==> src/rtl/loader_pkg.sv <==
// loader_pkg: shared types and defaults for the UART program loader.
// The CHK state is only reached when LOADER_CHECKSUM_EN is defined.
package loader_pkg;
   localparam int MEM_WORDS = 128;
   localparam int ADDR_W = $clog2(MEM_WORDS);
   localparam int DEFAULT_CLKS_PER_BIT = 868;
   typedef enum logic [2:0] {HDR, DATA, WRITE, CHK, DONE} state_t;
endpackage

==> src/rtl/uart_rx_byte.sv <==
// uart_rx_byte: 8N1 receiver with 2-flop synchronizer, mid-bit sampling and start-glitch rejection.
module uart_rx_byte #(
   parameter int CLKS_PER_BIT = loader_pkg::DEFAULT_CLKS_PER_BIT
) (
   input  logic       CLK,
   input  logic       RST,
   input  logic       rx,
   output logic [7:0] data,
   output logic       byte_valid,
   output logic       frame_err
);
   localparam int CW = $clog2(CLKS_PER_BIT);
   typedef enum logic [1:0] {IDLE, START, BITS, STOP} rx_state_t;
   rx_state_t state, state_n;
   logic [2:0] sync;
   logic [CW-1:0] cnt;
   logic [2:0] bit_idx;
   logic half, full;
   assign half = cnt == CW'(CLKS_PER_BIT / 2 - 1);
   assign full = cnt == CW'(CLKS_PER_BIT - 1);
   // sync[1] is the synchronized line, sync[2] its previous value for edge detection
   always_comb begin
      state_n = state;
      case (state)
         IDLE:    state_n = (sync[2] && !sync[1]) ? START : IDLE;
         START:   state_n = half ? (sync[1] ? IDLE : BITS) : START;
         BITS:    state_n = (full && bit_idx == 3'd7) ? STOP : BITS;
         STOP:    state_n = full ? IDLE : STOP;
         default: state_n = IDLE;
      endcase
   end
   always_ff @(posedge CLK) begin
      if (RST) begin
         state      <= IDLE;
         sync       <= '1;
         cnt        <= '0;
         bit_idx    <= '0;
         data       <= '0;
         byte_valid <= 1'b0;
         frame_err  <= 1'b0;
      end else begin
         state      <= state_n;
         sync       <= {sync[1:0], rx};
         cnt        <= (state == IDLE || state_n != state || full) ? '0 : cnt + 1'b1;
         bit_idx    <= (state == BITS && full) ? bit_idx + 1'b1 : bit_idx;
         data       <= (state == BITS && full) ? {sync[1], data[7:1]} : data;
         byte_valid <= state == STOP && full && sync[1];
         frame_err  <= state == STOP && full && !sync[1];
      end
   end
endmodule

==> src/rtl/uart_prog_loader.sv <==
// uart_prog_loader: loads a big-endian word image from UART into memory while holding the CPU in reset.
// Define LOADER_CHECKSUM_EN to require a trailing XOR checksum byte after the payload.
module uart_prog_loader #(
   parameter int CLKS_PER_BIT = loader_pkg::DEFAULT_CLKS_PER_BIT,
   parameter int MEM_WORDS    = loader_pkg::MEM_WORDS
) (
   input  logic                         CLK,
   input  logic                         RST,
   input  logic                         bypass,
   input  logic                         rx,
   output logic                         mem_cs,
   output logic                         mem_we,
   output logic                         mem_drive,
   output logic [$clog2(MEM_WORDS)-1:0] mem_addr,
   output logic [31:0]                  mem_wdata,
   output logic                         cpu_hold,
   output logic                         done,
   output logic                         err
);
   import loader_pkg::*;
   localparam int AW = $clog2(MEM_WORDS);
   localparam int IW = AW + 1;
   state_t state, state_n;
   logic [7:0] byte_data;
   logic byte_valid, frame_err, bv, fe, hdr, last, wr;
   logic [IW-1:0] count, widx;
   logic [1:0] bidx;
   logic [31:0] word;
`ifdef LOADER_CHECKSUM_EN
   logic [7:0] csum;
`endif
   uart_rx_byte #(.CLKS_PER_BIT(CLKS_PER_BIT)) rx_i (
      .CLK(CLK), .RST(RST), .rx(rx), .data(byte_data), .byte_valid(byte_valid), .frame_err(frame_err)
   );
   assign bv   = byte_valid && !bypass;
   assign fe   = frame_err && !bypass;
   assign hdr  = bv && (state == HDR || state == DONE);
   assign last = widx + 1'b1 == count;
   assign wr   = state == WRITE && !bypass;
   assign mem_cs    = wr;
   assign mem_we    = wr;
   assign mem_drive = wr;
   assign mem_addr  = wr ? widx[AW-1:0] : '0;
   assign mem_wdata = wr ? word : '0;
   assign cpu_hold  = !bypass && state != DONE;
   always_comb begin
      state_n = state;
      if (bypass || fe)
         state_n = HDR;
      else
         case (state)
            HDR, DONE: state_n = bv ? DATA : state;
            DATA:      state_n = (bv && bidx == 2'd3) ? WRITE : DATA;
`ifdef LOADER_CHECKSUM_EN
            WRITE:     state_n = last ? CHK : DATA;
            CHK:       state_n = bv ? ((byte_data == csum) ? DONE : HDR) : CHK;
`else
            WRITE:     state_n = last ? DONE : DATA;
`endif
            default:   state_n = HDR;
         endcase
   end
   always_ff @(posedge CLK) begin
      if (RST) begin
         state <= HDR;
         count <= '0;
         widx  <= '0;
         bidx  <= '0;
         word  <= '0;
         done  <= 1'b0;
         err   <= 1'b0;
`ifdef LOADER_CHECKSUM_EN
         csum  <= '0;
`endif
      end else begin
         state <= state_n;
         if (hdr) begin
            count <= (byte_data == 8'd0) ? IW'(MEM_WORDS) : IW'(byte_data);
            widx  <= '0;
            bidx  <= '0;
            done  <= 1'b0;
            err   <= 1'b0;
`ifdef LOADER_CHECKSUM_EN
            csum  <= '0;
`endif
         end
         if (state == DATA && bv) begin
            word <= {word[23:0], byte_data};
            bidx <= bidx + 1'b1;
`ifdef LOADER_CHECKSUM_EN
            csum <= csum ^ byte_data;
`endif
         end
         if (state == WRITE) widx <= widx + 1'b1;
         if (state_n == DONE && state != DONE) done <= 1'b1;
`ifdef LOADER_CHECKSUM_EN
         if (fe || (state == CHK && bv && byte_data != csum)) err <= 1'b1;
`else
         if (fe) err <= 1'b1;
`endif
      end
   end
endmodule
==> config.mk <==
export PLATFORM = sky130hd
export DESIGN_NAME = uart_prog_loader
export DESIGN_NICKNAME = d
export VERILOG_FILES = /design/src/rtl/loader_pkg.sv /design/src/rtl/uart_rx_byte.sv /design/src/rtl/uart_prog_loader.sv
export SDC_FILE = /design/constraint.sdc
export NUM_CORES = 1
export LEC_CHECK = 0
export CAP_MARGIN = 20
export CORE_UTILIZATION = 50
export DETAILED_ROUTE_END_ITERATION = 12
export PLACE_DENSITY_LB_ADDON = 0.15
export SYNTH_ARGS = -nofsm -noshare
export SYNTH_HDL_FRONTEND = slang
export SYNTH_SLANG_ARGS = --single-unit
==> constraint.sdc <==
create_clock -name CLK -period 2.5 [get_ports CLK]
set_input_delay 0.25 -clock CLK [delete_from_list [all_inputs] [get_ports CLK]]
set_output_delay 0.25 -clock CLK [all_outputs]
set_load 0.005 [all_outputs]
# After elaboration in Yosys (flattened, before gate mapping)
# Cells that the tools add are included.
dict set report totals {
  latchBits 0
  mem_count 0
  rom_bits 0
  out_inout_bits 45
  inputBits 4
  elab_cells 82
  ff_bits 83
  ramBits 0
}
dict set report classes {
  eq_ne 14
  reduce_logical 29
  n_lt_le_gt_ge 0
  bitwise 0
  mul 0
  mux 21
  div_mod_pow 0
  n_shift 0
  add_sub_neg 4
}
# op count
set ops {}
lappend ops {{$mux 32} 1}
lappend ops {{$mux 8} 3}
lappend ops {{$logic_and 1x1->1} 14}
lappend ops {{$mux 2} 6}
lappend ops {{$add 10x1->10 const B} 1}
lappend ops {{$eq 10x10->1 const B} 1}
lappend ops {{$eq 10x9->1 const B} 1}
lappend ops {{$eq 3x3->1 const B} 3}
lappend ops {{$mux 3} 3}
lappend ops {{$pmux 3 s3} 1}
lappend ops {{$add 8x1->8 const B} 1}
lappend ops {{$eq 8x8->1} 1}
lappend ops {{$logic_not 8->1} 1}
lappend ops {{$pmux 2 s4} 1}
lappend ops {{$reduce_bool 2->1} 4}
lappend ops {{$mux 7} 1}
lappend ops {{$eq 2x2->1 const B} 3}
lappend ops {{$mux 1} 5}
lappend ops {{$logic_or 1x1->1} 4}
lappend ops {{$reduce_or 2->1} 2}
lappend ops {{$add 3x1->3 const B} 1}
lappend ops {{$eq 3x1->1 const B} 1}
lappend ops {{$eq 3x2->1 const B} 1}
lappend ops {{$logic_not 3->1} 1}
lappend ops {{other kinds (6)} 7}

# Depth between registers and ports, before layout
# Gate-level depths: netlist (run 1).
dict set report logic_depth {
  depth_word 9
  ltp_mapped 8
  depth_no_buf 7
}

# By module
# From an unflattened synthesis (run 1), not the netlist that was laid out.
dict set report hier_totals {
  cells_unflattened 476
  hier_area_um2 3847.4
}
# mod seq_area_each_um2 instances area_each_um2 cells_each
set modules_own_cells {}
lappend modules_own_cells {uart_prog_loader 1101.1 1 2653.8 355}
lappend modules_own_cells {uart_rx_byte 560.5 1 1193.6 121}

# Worst setup path before layout (run 1)
# Ideal clock, no wire load.
dict set report synth_timing {
  path_kind {register to register}
  start {register widx[0]}
  end {register state[0]}
  t_arrival_ns 1.831
  synth_period_minus_slack_ns 1.953
  path_slack_ns 0.547
  path_buffers 1
  required_time_ns 2.377
  stages_incl_launch_ff 9
  setup_ns 0.123
  path_cell_list {dfxtp_1 > ha_1 > buf_2 > nand3_1 > o21ai_0 > o31ai_1 > or4_4 > nor3_1 > o22ai_1}
}
dict set report synth_between {
  elab_chain_len 5
}
# element line
set synth_rtl {}
lappend synth_rtl {{start, declared} uart_prog_loader.sv:26} ;# logic [IW-1:0] count, widx;
lappend synth_rtl {{start signal, assigned} uart_prog_loader.sv:94} ;# if (state == WRITE) widx <= widx + 1'b1;
lappend synth_rtl {{$add 8x1->8} uart_prog_loader.sv:38} ;# assign last = widx + 1'b1 == count;
lappend synth_rtl {{$eq 8x8->1} uart_prog_loader.sv:38}
lappend synth_rtl {{$mux 3} uart_prog_loader.sv:58} ;# WRITE: state_n = last ? DONE : DATA;
lappend synth_rtl {{$pmux 3 s3} uart_prog_loader.sv:51} ;# case (state)
lappend synth_rtl {{$mux 3} uart_prog_loader.sv:48} ;# if (bypass || fe)
lappend synth_rtl {{end signal, assigned} uart_prog_loader.sv:76} ;# state <= state_n;
lappend synth_rtl {{end, declared} uart_prog_loader.sv:23} ;# state_t state, state_n;
# No other way between the ends.
# A chain may end at the register's enable or synchronous reset.

# Worst setup path after layout (run 1)
dict set report layout_timing {
  start {register state[0]}
  end {output mem_wdata[0]}
}
dict set report layout_between {
  elab_chain_len 3
}
# element line
set layout_rtl {}
lappend layout_rtl {{$eq 3x2->1} uart_prog_loader.sv:39} ;# assign wr = state == WRITE && !bypass;
lappend layout_rtl {{$logic_and 1x1->1} uart_prog_loader.sv:39}
lappend layout_rtl {{$mux 32} uart_prog_loader.sv:44} ;# assign mem_wdata = wr ? word : '0;
lappend layout_rtl {{end, declared} uart_prog_loader.sv:15} ;# output logic [31:0] mem_wdata,
# No other way between the ends.

==> reports/metrics.cfg, run 1 <==
[outcome]
status=completed

[drt]
drc=0
drt_wl_total_um=8030
ant_nets=0
drtIter0Drc=230
via_per_inst=5.29
wire_per_inst_um=13.1
vias=3244
first_pass_iters=4

[layout]
drive_gt1_frac=0.0564
finalInstanceArea_um2=4450
syn2layout_area_growth_pct=18.9
final_cell_mix=113 x nand2_1, 83 x dfxtp_1, 64 x a21oi_1
layout_commonest_cell=nand2_1
antennaDiodeCount=0
nets=519

[global_routing]
grt_pass1_wl_um=13100
groute.usage.overall=0.216
overflow=0
grt_max_degree=69
antenna_found_initial=0
grt_pass1_vias=2788

[critical_path]
critPathLaunch=state[0]
r2r_start=widx[0]
crit_path_end_kind=output port
cp.required_ns=2.25
worst-r2r-setup-slack_ns=0.29
critPathMaxFanout=32
cp-start-kind=flip-flop
worstPathArrival_ns=2.06
crit_type=reg2out

[timing]
slew_headroom=0.542
fmax_mhz=434
slew_violations=0
finalClockSkew_ns=0.00905
setup_tns_ns=0
hold_viol=0
rsz0062_at_grt=no
worstMarginPinSlew_ns=0.688
min_period_ns=2.31
min_period_over_period=0.922
finalSetupViolCount=0

[run]
maxCapViolations=0

[power]
power_density_nw_per_um2=521
clkPwrFrac=0.406
switching_share=0.222
ir_drop_mv=0.379
power_switching_mw=0.513
p_leak_nw=1.66
pwr-share-seq=0.573
p_comb_frac=0.021
p_int_mw=1.80
total_power_mw=2.32

[cts]
cts_resized=0
cts_sinks=83
cts.clk_slew.worst_paths_ns=0.08
clk-insertion-delay-late_ns=0.35
root_buffer=clkbuf_8
htree_levels=3
cts_tree=yes
hold_buffers=0
cts_buffers=9
cts_buffer_depth=2
post_cts_buffers=0

[die]
rows=31
die_width_um=88.5
die_area_um2=7820
die_y_um=88.5
ios=49
initial_core_util=0.515
core_um2=7250

[synth]
ys_ff_latch=83
yosys_warnings=0
synth.yosys.seq_area_share=0.445
syn_inst=479
syn_nets=489
synthArstFlopShare=0
synth-edff-count=0
syn_area_um2=3740
avgSynthCellArea_um2=7.80
ys_types=42
synthFlopType=dfxtp_1

[place]
gp_congestion=0.803
io_buffers=48
dpl_cell_area_um2=4250
hpwlAfterDp_um=5370

[hold_path]
min_from=RST
hold_class=in2reg

## cell usage after synthesis, types with 2 or more instances
library cell / number / area, um2
nor4bb_1: 3 / 30.0
o21ai_1: 4 / 20.0
nor2b_1: 2 / 12.5
nor4_1: 2 / 12.5
xnor2_1: 9 / 78.8
buf_6: 2 / 22.5
a21oi_1: 64 / 320
or3_1: 4 / 25.0
clkbuf_1: 30 / 113
a31o_1: 2 / 17.5
nor2_1: 32 / 120
ha_1: 6 / 75.1
nand3_1: 14 / 70.1
and3_1: 44 / 275
buf_4: 2 / 15.0
a22oi_1: 3 / 22.5
buf_2: 3 / 15.0
xor2_1: 9 / 78.8
nand2_1: 113 / 424
nor3_1: 8 / 40.0
o22ai_1: 2 / 12.5
inv_1: 4 / 15.0
or2_1: 3 / 18.8
nand4_1: 2 / 12.5
and2_1: 2 / 12.5
dfxtp_1: 83 / 1660
o21ai_0: 5 / 25.0
nor3b_1: 5 / 37.5
nand2b_1: 4 / 25.0
## worst max-delay path, cell delays in order (launching register included)
cell and delay [ns]:
dfxtp_1 0.37, nor2_1 0.15, and2_1 0.16, buf_4 0.27, and3_1 0.23, clkdlybuf4s50_1 0.52
## routing by layer
| metal | GRT usage | vias to the layer above | part of all wire |
|---|---|---|---|
| met4 | 0.0880 | 0 | 0.013 |
| li1 | - | 1685 | - |
| met5 | 0 | - | 0 |
| met3 | 0.0317 | 11 | 0.035 |
| met2 | 0.326 | 58 | 0.47 |
| met1 | 0.309 | 1490 | 0.48 |
## final timing paths
check / endpoint / cells after the start
hold / removal: state[0] / 4
setup / recovery: mem_wdata[0] / 5
hold reg to reg: rx_i.sync[1] / 1
setup reg to reg: state[0] / 7
## per-stage QoR
step                       util  setup slack (ns)  hold slack [ns]  instances
after floorplan               -             0.547            0.347        479
after global placement    0.586             0.407            0.385        597
after detailed placement  0.586             0.295            0.416        597
after CTS                 0.613             0.188            0.274        613
after global routing      0.613            0.0587            0.319        613
final                     0.613             0.194            0.298        613
## power by group through the flow
stage	Clock (mW)	Combinational, mW	Sequential, mW
2_1_floorplan	0	0.0311	1.36
3_3_place_gp	0	0.0483	1.36
3_5_place_dp	0	0.0491	1.36
4_1_cts	0.973	0.0492	1.33
5_1_grt	1.02	0.0535	1.33
6_report	0.939	0.0491	1.33
## flip-flops by register name (all words and copies together) (netlist names)
name,flops
err,1
count,8
done,1
rx_i.byte_valid,1
rx_i.bit_idx,3
word,32
widx,8
rx_i.cnt,10
rx_i.data,8
rx_i.state,2
rx_i.sync,3
bidx,2
rx_i.frame_err,1
state,3
## cell families (layout without fill, tap and decap cells)
group / Yosys count / count (layout) / share of synthesized area
AND/OR/NAND/NOR: 245 / 245 / 0.322
adder cells (fa/ha/maj): 6 / 6 / 0.0201
flip-flops: 83 / 83 / 0.445
buffers and inverters: 42 / 77 / 0.0492
AO/OA/AOI/OAI: 85 / 85 / 0.122
XOR/XNOR: 18 / 18 / 0.0422
## cell type report
type / count / area (um2)
clock inverters: 6 / 65.1
fillers: 696 / 2810
clock buffers: 10 / 128
repair buffers: 56 / 548
inverters: 5 / 18.8
multi-input cells: 354 / 1900
well taps: 99 / 124
flip-flops and latches: 83 / 1660
Note: power is estimated with default switching activity, not from simulation.
==> run 2, diff against run 1 <==
--- a/config.mk
+++ b/config.mk
@@ -6,7 +6,7 @@
 export NUM_CORES = 1
 export LEC_CHECK = 0
 export CAP_MARGIN = 20
-export CORE_UTILIZATION = 50
+export CORE_UTILIZATION = 40
 export DETAILED_ROUTE_END_ITERATION = 12
 export PLACE_DENSITY_LB_ADDON = 0.15
 export SYNTH_ARGS = -nofsm -noshare
==> reports/metrics.cfg, run 2 (synthesis gave the netlist of run 1 again) <==
[cts]
cts_buffers=9  ; unchanged
hold_buffers=0  ; unchanged
cts_sinks=83  ; unchanged
cts_tree=yes  ; unchanged
clk-insertion-delay-late_ns=0.36  ; was 0.35 ns
cts.clk_slew.worst_paths_ns=0.08  ; about the same
post_cts_buffers=0  ; unchanged
htree_levels=3  ; unchanged
cts_buffer_depth=2  ; unchanged
root_buffer=clkbuf_8  ; unchanged

[timing]
setup_tns_ns=0  ; unchanged
hold_ws_ns=0.231  ; was 0.298 ns
slew_violations=0  ; unchanged
layout_setup_ws_ns=0.237  ; was 0.194 ns
worstMarginPinSlew_ns=0.626  ; was 0.688 ns
finalSetupViolCount=0  ; unchanged
hold_viol=0  ; unchanged
slew_headroom=0.583  ; was 0.542
rsz0062_at_grt=no  ; unchanged
min_period_ns=2.26  ; was 2.31 ns
min_period_over_period=0.905  ; was 0.922
fmax_mhz=442  ; was 434 MHz
finalClockSkew_ns=0.0169  ; was 0.00905 ns

[drt]
ant_nets=0  ; unchanged
drt_wl_total_um=8510  ; was 8030 um
dr_wl_met2_um=4080  ; was 3800 um
maxUsedRoutingLayer=met4  ; unchanged
vias=3263  ; was 3244
wl_met1_um=4060  ; was 3850 um
dr_wl_met3_um=261  ; was 278 um
first_pass_iters=5  ; was 4
drtIter0Drc=190  ; was 230
wire_per_inst_um=13.7  ; was 13.1 um
drc=0  ; unchanged
via_per_inst=5.25  ; was 5.29

[critical_path]
crit_path_end_kind=output port  ; unchanged
crit_type=reg2out  ; unchanged
r2r_start=widx[0]  ; unchanged
cp.required_ns=2.25  ; about the same
worstPathArrival_ns=2.01  ; was 2.06 ns
worst-r2r-setup-slack_ns=0.30  ; was 0.29 ns
reg2reg_to=state[0]  ; unchanged
cp-start-kind=flip-flop  ; unchanged
critPathLaunch=state[1]  ; was state[0]
endpoint=mem_wdata[5]  ; was mem_wdata[0]
reg2reg_depth=7  ; unchanged
critPathMaxFanout=32  ; unchanged

[die]
ios=49  ; unchanged
core_um2=8890  ; was 7250 um2
initial_core_util=0.420  ; was 0.515
die_y_um=98.7  ; was 88.5 um
rows=34  ; was 31
die_width_um=98.7  ; was 88.5 um
die_area_um2=9730  ; was 7820 um2

[run]
maxCapViolations=0  ; unchanged

[layout]
final_cell_mix=113 x nand2_1, 83 x dfxtp_1, 64 x a21oi_1  ; unchanged
layout_commonest_cell=nand2_1  ; unchanged
drive_gt1_frac=0.0584  ; was 0.0564
finalInstanceArea_um2=4480  ; was 4450 um2
nets=519  ; unchanged
reg_top3=word (32), rx_i.cnt (10)  ; unchanged
largest_reg_flops=32  ; unchanged
syn2layout_area_growth_pct=19.8  ; was 18.9%
regMostFlops=word  ; unchanged
antennaDiodeCount=0  ; unchanged
stdcell_count=622  ; was 613
final_core_util=0.504  ; was 0.613

[power]
total_power_mw=2.39  ; was 2.32 mW
clkPwrFrac=0.424  ; was 0.406
power_density_nw_per_um2=533  ; was 521 nW/um2
power_switching_mw=0.548  ; was 0.513 mW
pwr-share-seq=0.556  ; was 0.573
p_leak_nw=1.67  ; was 1.66 nW
p_comb_frac=0.021  ; about the same
ir_drop_mv=0.296  ; was 0.379 mV
switching_share=0.230  ; was 0.222
p_int_mw=1.84  ; was 1.80 mW

[place]
dpl_worst_slack_ns=0.348  ; was 0.295 ns
io_buffers=48  ; unchanged
hpwlAfterDp_um=5530  ; was 5370 um
dpl_cell_area_um2=4260  ; was 4250 um2
gp_congestion=0.866  ; was 0.803
dpl.cell_count=606  ; was 597

[hold_path]
hold_class=in2reg  ; unchanged

[global_routing]
overflow=0  ; unchanged
grt_pass1_wl_um=14200  ; was 13100 um
groute.usage.overall=0.182  ; was 0.216
grt_max_degree=63  ; was 69
antenna_found_initial=0  ; unchanged
grt_pass1_vias=3033  ; was 2788

[outcome]
status=completed  ; unchanged

[run 2: worst min path at each step]
stage | from | endpoint | slack, ns | cells after the start
6_report | RST | widx[5] | 0.23 | 2
5_1_grt | RST | widx[4] | 0.24 | 2
4_1_cts | RST | widx[4] | 0.23 | 2
3_5_place_dp | rx_i.sync[0] | rx_i.sync[1] | 0.40 | 1
3_3_place_gp | rx_i.sync[0] | rx_i.sync[1] | 0.39 | 1
2_1_floorplan | rx | rx_i.sync[0] | 0.35 | 1
[run 2: area by class of cell]
| type | instances | area (um2) |
|---|---|---|
| fillers | 879 | 4410 |
| multi-input cells | 354 | 1900 |
| flip-flops and latches | 83 | 1660 |
| repair buffers | 56 | 552 |
| clock buffers | 10 | 138 |
| well taps | 108 | 135 |
| clock inverters | 6 | 71.3 |
| inverters | 5 | 18.8 |
[run 2: routing by layer]
| metal | up-vias | GRT usage |
|---|---|---|
| met5 | - | 0 |
| met4 | 0 | 0.0769 |
| met3 | 10 | 0.0262 |
| met2 | 57 | 0.294 |
| met1 | 1520 | 0.242 |
| li1 | 1676 | - |
[run 2: worst max-delay path: stages, from the launching register on]
cell and delay [ns]:
dfxtp_1 0.48, and2_1 0.23, buf_6 0.23, and3_1 0.21, clkdlybuf4s50_1 0.51
[run 2: timing repair]
action | 4_1_cts | 5_1_grt
endpoints found under the setup margin | 0 | 1
gates resized for setup | 0 | 1
endpoints found under the hold margin | 0 | 0
[run 2: power by group through the flow]
stage                     registers [mW]  clock network (mW)  logic (mW)
after floorplan                     1.36                   0      0.0311
after global placement              1.36                   0      0.0494
after detailed placement            1.36                   0      0.0496
after CTS                           1.33                1.04      0.0497
after global routing                1.33                1.09      0.0550
final                               1.33                1.01      0.0492
==> run 3, diff against run 2 <==
--- a/config.mk
+++ b/config.mk
@@ -9,6 +9,7 @@
 export CORE_UTILIZATION = 40
 export DETAILED_ROUTE_END_ITERATION = 12
 export PLACE_DENSITY_LB_ADDON = 0.15
+export SLEW_MARGIN = 20
 export SYNTH_ARGS = -nofsm -noshare
 export SYNTH_HDL_FRONTEND = slang
 export SYNTH_SLANG_ARGS = --single-unit
==> results of run 3 <==
Final layout, timing and power as in run 2 (identical DEF).
